==> src/rtl/regfile_pkg.sv <==
// Shared definitions for the register file and its busy-bit scoreboard.
package regfile_pkg;

  localparam int DEFAULT_DATA_W = 32;
  localparam int DEFAULT_DEPTH  = 16;

  // busy_cnt must be able to hold DEPTH itself, hence DEPTH+1 values.
  function automatic int busy_cnt_w(input int depth);
    return $clog2(depth + 1);
  endfunction

  function automatic int sel_lsb(input int port, input int aw);
    return port * aw;
  endfunction

  function automatic int data_lsb(input int port, input int data_w);
    return port * data_w;
  endfunction

endpackage

==> src/rtl/regfile_sb_scoreboard.sv <==
// Busy-bit scoreboard: per-register busy vector, allocation acceptance and busy count.
module rf_scoreboard
  import regfile_pkg::*;
#(
  parameter int DEPTH    = DEFAULT_DEPTH,
  parameter int ZERO_REG = 0,
  parameter int AW       = $clog2(DEPTH),
  parameter int CNT_W    = busy_cnt_w(DEPTH)
) (
  input  logic             clk,
  input  logic             reset,
  input  logic             wr_en,
  input  logic [AW-1:0]    wr_sel,
  input  logic             alloc_en,
  input  logic [AW-1:0]    alloc_sel,
  output logic             alloc_ack,
  output logic [DEPTH-1:0] busy,
  output logic [CNT_W-1:0] busy_cnt
);

  logic [DEPTH-1:0] busy_q, busy_d;
  logic [CNT_W-1:0] cnt_q, cnt_d;
  logic             wr_eff, alloc_eff, cnt_inc, cnt_dec;

  always_comb begin
    wr_eff    = wr_en && !((ZERO_REG != 0) && (wr_sel == '0));
    // A same-cycle write-back frees the register, so a new producer may claim it.
    alloc_ack = alloc_en && (!busy_q[alloc_sel] || (wr_en && (wr_sel == alloc_sel)));
    alloc_eff = alloc_ack && !((ZERO_REG != 0) && (alloc_sel == '0));
    cnt_inc   = alloc_eff && !busy_q[alloc_sel];
    cnt_dec   = wr_eff && busy_q[wr_sel] && !(alloc_eff && (alloc_sel == wr_sel));

    busy_d = busy_q;
    if (wr_eff)    busy_d[wr_sel]    = 1'b0;
    if (alloc_eff) busy_d[alloc_sel] = 1'b1;

    cnt_d = cnt_q + CNT_W'(cnt_inc) - CNT_W'(cnt_dec);
  end

  always_ff @(posedge clk or posedge reset) begin
    if (reset) begin
      busy_q <= '0;
      cnt_q  <= '0;
    end else begin
      busy_q <= busy_d;
      cnt_q  <= cnt_d;
    end
  end

  assign busy     = busy_q;
  assign busy_cnt = cnt_q;

endmodule

==> src/rtl/regfile_sb.sv <==
// Multi-read-port register file with write-to-read bypass and an integrated busy scoreboard.
module regfile_sb
  import regfile_pkg::*;
#(
  parameter int DATA_W   = DEFAULT_DATA_W,
  parameter int DEPTH    = DEFAULT_DEPTH,
  parameter int NUM_READ = 2,
  parameter int ZERO_REG = 0,
  parameter int AW       = $clog2(DEPTH)
) (
  input  logic                         clk,
  input  logic                         reset,
  input  logic                         wr_en,
  input  logic [AW-1:0]                wr_sel,
  input  logic [DATA_W-1:0]            wr_data,
  input  logic [NUM_READ*AW-1:0]       rd_sel,
  output logic [NUM_READ*DATA_W-1:0]   rd_data,
  output logic [NUM_READ-1:0]          rd_busy,
  input  logic                         alloc_en,
  input  logic [AW-1:0]                alloc_sel,
  output logic                         alloc_ack,
  output logic [busy_cnt_w(DEPTH)-1:0] busy_cnt
);

  localparam int CNT_W = busy_cnt_w(DEPTH);

  logic [DATA_W-1:0] mem_q [DEPTH];
  logic [DEPTH-1:0]  busy_vec;
  logic              wr_take;

  assign wr_take = wr_en && !((ZERO_REG != 0) && (wr_sel == '0));

  always_ff @(posedge clk or posedge reset) begin
    if (reset) begin
      for (int i = 0; i < DEPTH; i++) mem_q[i] <= '0;
    end else if (wr_take) begin
      mem_q[wr_sel] <= wr_data;
    end
  end

  rf_scoreboard #(
    .DEPTH    (DEPTH),
    .ZERO_REG (ZERO_REG),
    .AW       (AW),
    .CNT_W    (CNT_W)
  ) u_scoreboard (
    .clk       (clk),
    .reset     (reset),
    .wr_en     (wr_en),
    .wr_sel    (wr_sel),
    .alloc_en  (alloc_en),
    .alloc_sel (alloc_sel),
    .alloc_ack (alloc_ack),
    .busy      (busy_vec),
    .busy_cnt  (busy_cnt)
  );

  // Each port sees the write-back value and a cleared busy bit in the cycle it is written.
  for (genvar gi = 0; gi < NUM_READ; gi++) begin : g_rd
    logic [AW-1:0] sel;
    logic          bypass;
    logic          is_zero;

    assign sel     = rd_sel[sel_lsb(gi, AW) +: AW];
    assign bypass  = wr_en && (wr_sel == sel);
    assign is_zero = (ZERO_REG != 0) && (sel == '0);

    assign rd_data[data_lsb(gi, DATA_W) +: DATA_W] =
        is_zero ? '0 : (bypass ? wr_data : mem_q[sel]);
    assign rd_busy[gi] = !is_zero && !bypass && busy_vec[sel];
  end

endmodule

==> config.mk <==
export PLATFORM = sky130hd
export DESIGN_NAME = regfile_sb
export DESIGN_NICKNAME = d
export VERILOG_FILES = /design/src/rtl/regfile_pkg.sv /design/src/rtl/regfile_sb_scoreboard.sv /design/src/rtl/regfile_sb.sv
export SDC_FILE = /design/constraint.sdc
export NUM_CORES = 1
export LEC_CHECK = 0
export ABC_CLOCK_PERIOD_IN_PS = 35900
export BUFFER_PORTS_ARGS = -buffer_cell sky130_fd_sc_hd__buf_2
export CAP_MARGIN = 10
export CORE_ASPECT_RATIO = 1.5
export CORE_MARGIN = 3
export CORE_UTILIZATION = 65
export DETAILED_ROUTE_END_ITERATION = 10
export PLACE_DENSITY = 0.84
export RECOVER_POWER = 25
export SLEW_MARGIN = 20
export SYNTH_ARGS = -nofsm -noshare
export SYNTH_HDL_FRONTEND = slang
export SYNTH_SLANG_ARGS = --single-unit
==> constraint.sdc <==
create_clock -name clk -period 35.9 [get_ports clk]
set_input_delay 1.795 -clock clk [delete_from_list [all_inputs] [get_ports clk]]
set_output_delay 1.795 -clock clk [all_outputs]
set_load 0.05 [all_outputs]
* Word-level counts from Yosys, hierarchy flattened
Cells that the tools add are included.
** Storage, ports and cells
- Output and inout bits :: 72
- Bits in registers :: 533
- Logic and storage cells :: 83
** Cells by class
- Bitwise gates (word level) :: 6
- Mux-type cells :: 25
- Reductions and logical operators :: 18
- $lt $le $gt $ge :: 10
- Add/sub/neg operators :: 2
- Eq/ne operators :: 4
** Operators with widths (number)
- 512-bit bitwise mux :: 1
- 32-bit binary-select mux with 4-bit select :: 2
- 32-bit two-way mux :: 7
- 32-bit demux with 4-bit select :: 1
- 16-bit two-way mux :: 2
- 4-bit by 5-bit less-than comparator with 1-bit output, second input constant :: 4
- 16-bit AND :: 1
- 1-bit binary-select mux with 4-bit select :: 4
- 4-bit == test :: 4
- 16-bit inverter :: 1
- 16-bit OR :: 1
- 5-bit >= comparator, second input constant :: 3
- 4-bit inverter with 5-bit output :: 3
- 1-bit logical AND :: 13
- 1-bit demux with 4-bit select :: 2
- 4-bit by 1-bit >= comparator with 1-bit output, second input constant :: 2
- 1-bit two-way mux :: 6
- 5-bit by 1-bit adder with 5-bit output :: 1
- 5-bit by 1-bit less-than comparator with 1-bit output, second input constant :: 1
- 5-bit by 1-bit subtractor with 5-bit output :: 1
- 1-bit logical NOT :: 4
- 1-bit logical OR :: 1

* Longest topological paths before layout
- Depth after elaboration :: 9
- Gate-level depth with buffers :: 13
- Depth with buffers taken out :: 11

* Modules after synthesis
From an unflattened synthesis, not the netlist that was laid out.
** Second synthesis, totals
- Cell total of the unflattened synthesis :: 1918
- Area total of the unflattened synthesis :: 29386.9 um^2
** Modules (own cells, without submodules)
- regfile_sb :: cells each 1771, times used 1, seq. area each 12812.3 um^2, area an instance 27754.1 um^2
- rf_scoreboard :: cells each 147, times used 1, seq. area each 525.5 um^2, area an instance 1632.8 um^2

* Worst setup path after synthesis
OpenSTA, ideal clock, no wires.
- Path kind :: in2out
- From :: input rd_sel[1]
- To :: output rd_data[22]
- Arrival :: 3.795 ns
- Stages on the path :: 6
- Slack :: 30.310 ns
- Cells stage by stage :: buf_2 > buf_2 > clkbuf_1 > mux4_2 > mux4_2 > mux2_2
** On the way
- Longest elaborated chain between the ends :: 5
- Elaborated cells on any way between the ends :: 7
- Those cells by class :: 1 x eq/ne; 4 x mux; 1 x bitwise; 1 x reduce/logical
** Ends and longest elaborated chain
- start: declaration :: RTL line regfile_sb.sv:16 : input logic [NUM_READ*AW-1:0] rd_sel,
- 4-bit inverter with 5-bit output (not written as such) :: RTL line regfile_sb.sv:69 : is_zero ? '0 : (bypass ? wr_data : mem_q[sel]);
- 32-bit binary-select mux with 4-bit select :: RTL line regfile_sb.sv:69
- 32-bit two-way mux (not written as such) (2 in series) :: RTL line regfile_sb.sv:69
- 32-bit two-way mux (*) :: RTL line regfile_sb.sv:69
- end: declaration :: RTL line regfile_sb.sv:17 : output logic [NUM_READ*DATA_W-1:0] rd_data,
Mark *: on every way between the ends. The rest lies on a longest branch, timed or not. The select of a mux whose other input is x is not followed.

==> out/metrics.csv <==
stage;metric;value;unit
synth;synthFlopType;dfrtp_1;
clock_tree;path_clk_slew;0.06;ns
global_route;grt_pass1_wl;114000;microns
sta;fin_crit_sh;0.372;
sta;setup_viol;0;
layout;layout-drive-gt1-share;0.353;
global_route;grt_pass1_vias;18736;
sta;layout_setup_ws;22.53;ns
layout;nNetsFinal;1853;
global_route;antenna_found_initial;0;
place;place_worst_setup_slack;28.83;ns
sta;final-hold-violation-count;0;
place;io_buffers;123;
clock_tree;cts_resized;0;
synth;synth-seq-area-share;0.456;
power_and_ir_drop;max-vdd-ir-drop;57.5;uV
detailed_routing;route.detailed.drc;0;
detailed_routing;num_vias;17279;
synth;synth_largest_area_cell;dfrtp_1;
critical_path;crit_slowest_cell;clkbuf_1;
layout;fill_cells;2711;
detailed_routing;drt_first_pass_iters;5;
run_status;violations;max-capacitance violations, max-slew violations;
synth;synthTopCellsByArea;dfrtp_1 46%, mux4_2 26%, mux2_1 20%;
sta;maxSlewViolCount;322;
hold_path;hold_depth;1;
global_route;grt.total_usage;0.319;
detailed_routing;first_iter_violations;1549;
clock_tree;ctsHoldBuffers;0;
die;start_util;0.663;
clock_tree;cts_inserted_buffers;50;
power_and_ir_drop;leakage;13.3;nW
hold_path;hp-class;reg -> reg;
synth;ys_ff_latch;533;
power_and_ir_drop;power_density;62.2;mW/mm^2
place;gp_congestion;0.880;
sta;max_freq;74.8;MHz
clock_tree;post_cts_buffers;0;
die;die_y;266;microns
detailed_routing;totalWireLength;73000;microns
synth;synth_cell_types;41;
critical_path;worstPathMaxFanout;174;
clock_tree;cts.path.max_buffers;3;
sta;clock_skew;0.0150;ns
sta;period_needed;13.37;ns
critical_path;crit_path_end_kind;async pin;
detailed_routing;post_drt_wl_per_cell;30.3;microns
critical_path;worstPathRequired;34.38;ns
synth;synth_warnings;0;
clock_tree;clk_latency;0.58;ns
die;num_rows;94;
critical_path;crit_path_max_incr_delay;6.37;ns
run;cap_violations;3;
layout;synthToLayoutAreaGrowth;8.93;%
detailed_routing;routed_via_density;7.17;
global_route;grt_max_degree;175;
clock_tree;cts.sink_count;533;
die;die_w;179;microns
die;ios;124;
clock_tree;clock-root-buffer;clkbuf_16;
clock_tree;htreeDepth;2;
place;dp_hpwl;40900;microns
detailed_routing;final_antenna_net_count;0;
die;core_area;0.0441;sq mm
synth;syn_nets;1824;
synth;syn-instance-count;1766;
critical_path;worstSetupStartpointType;input port;
sta;hold_ws;0.501;ns
synth;avgSynthCellArea;16.6;sq um
sta;grt_setup_unrepaired;no;
synth;synth-edff-count;0;
critical_path;cp_cell_sequence;buf_2 > clkinvlp_2 > clkbuf_1;
global_route;gr-total-overflow;0;
sta;slew_headroom;-4.87;
critical_path;r2r_cells;10;
die;die_area;0.0476;sq mm
synth;synth_top_area_share;0.456;
layout;final_util;0.722;
run_status;outcome;finished, violations left;
critical_path;worst-endpoint-arrival;11.85;ns
layout;n_antenna_cell;0;
critical_path;worst-setup-path-type;in -> async;
sta;tightestPinTransition;8.81;ns
sta;finalSetupTns;0;ns
synth;syn_area;0.0292;sq mm
clock_tree;cts_tree;done;
synth;async_flop_share;1.00;
-- worst max-delay path, delay by kind of cell --
kind                   cells  cell delay, ns
buffers and inverters      3            9.66
-- per-layer routing --
layer / global-route usage / share of wire / up-vias
met5: 0 / 0 / -
met3: 0.0452 / 0.068 / 178
li1: - / - / 7028
met4: 0.106 / 0.037 / 0
met1: 0.433 / 0.37 / 9338
met2: 0.541 / 0.52 / 735
-- report_power, final --
| group | internal, mW | switching (mW) | total [mW] |
|---|---|---|---|
| Clock | 0.343 | 0.233 | 0.576 |
| Sequential | 0.745 | 0.107 | 0.851 |
| Combinational | 0.286 | 0.268 | 0.554 |
-- state kept, by name (all words and copies together), names as in the netlist --
register               count
u_scoreboard.busy_cnt      5
mem_q                    512
u_scoreboard.busy         16
-- path summary, 6_finish.rpt --
kind	from	endpoint	slack [ns]
max	reset	mem_q[99]$_DFFE_PP0P_	22.53
min	mem_q[40]$_DFFE_PP0P_	mem_q[40]$_DFFE_PP0P_	0.50
max reg2reg	u_scoreboard.busy[11]$_DFF_PP0_	u_scoreboard.busy_cnt[4]$_DFF_PP0_	32.79
min reg2reg	mem_q[40]$_DFFE_PP0P_	mem_q[40]$_DFFE_PP0P_	0.50
max in group clk	rd_sel[5]	rd_data[49]	28.85
min in group asynchronous	reset	mem_q[43]$_DFFE_PP0P_	3.03
-- cell type report --
type	count	area, sq um	area share
inverters	7	27.5	0.000864
clock inverters	24	365	0.0115
clock buffers	68	1420	0.0446
multi-input cells	1046	15100	0.473
repair buffers	157	915	0.0287
flip-flops and latches	533	13300	0.419
well taps	576	721	0.0226
-- logic make-up after synthesis --
group	Yosys count	share of synthesized area
buffers and inverters	187	0.0306
multiplexers	917	0.483
adder cells (fa/ha/maj)	6	0.00283
XOR/XNOR	16	0.00479
flip-flops	533	0.456
AND/OR/NAND/NOR	74	0.0140
AO/OA/AOI/OAI	33	0.00826
-- cells in the mapped netlist (2+ instances only) --
library cell / n
dfrtp_1: 533
mux2_1: 512
mux4_2: 338
clkbuf_1: 81
buf_2: 78
mux2_2: 64
nand2_1: 13
nor2_1: 13
buf_6: 12
nand2b_1: 10
nand3_1: 10
xor2_1: 10
o21ai_0: 9
buf_1: 8
nand4_1: 8
o2111ai_1: 8
inv_1: 7
o31ai_1: 6
xnor2_1: 6
ha_1: 5
nor3_1: 5
mux2i_1: 3
nand3b_1: 3
nor2b_1: 3
a21o_1: 2
a21oi_1: 2
o41ai_1: 2
or3_1: 2
-- layout by cell type (no fill, tap or decap), types with 3 or more instances in the layout --
cell	n
mux2i_1	3
nand4_1	8
mux2_1	512
xnor2_1	6
nand3b_1	3
dfrtp_1	533
clkbuf_1	16
nand3_1	10
o2111ai_1	8
clkinv_2	9
mux2_2	64
clkbuf_16	51
nor2_1	9
buf_4	34
inv_1	6
xor2_1	10
ha_1	5
nor2_4	4
nor3_1	5
mux4_2	338
nand2b_1	8
buf_2	111
bufinv_16	9
o21ai_0	9
o31ai_1	6
clkbuf_8	10
nand2_1	12
-- metrics by stage --
step,power (mW),cell area (sq um),instances
5_1_grt,2.06,31800,2411
3_5_place_dp,1.41,30100,2318
2_1_floorplan,1.28,29200,1766
3_3_place_gp,1.38,30100,2318
6_report,1.98,31800,2411
4_1_cts,1.99,31900,2410
Note: power is estimated with default switching activity, not from simulation.
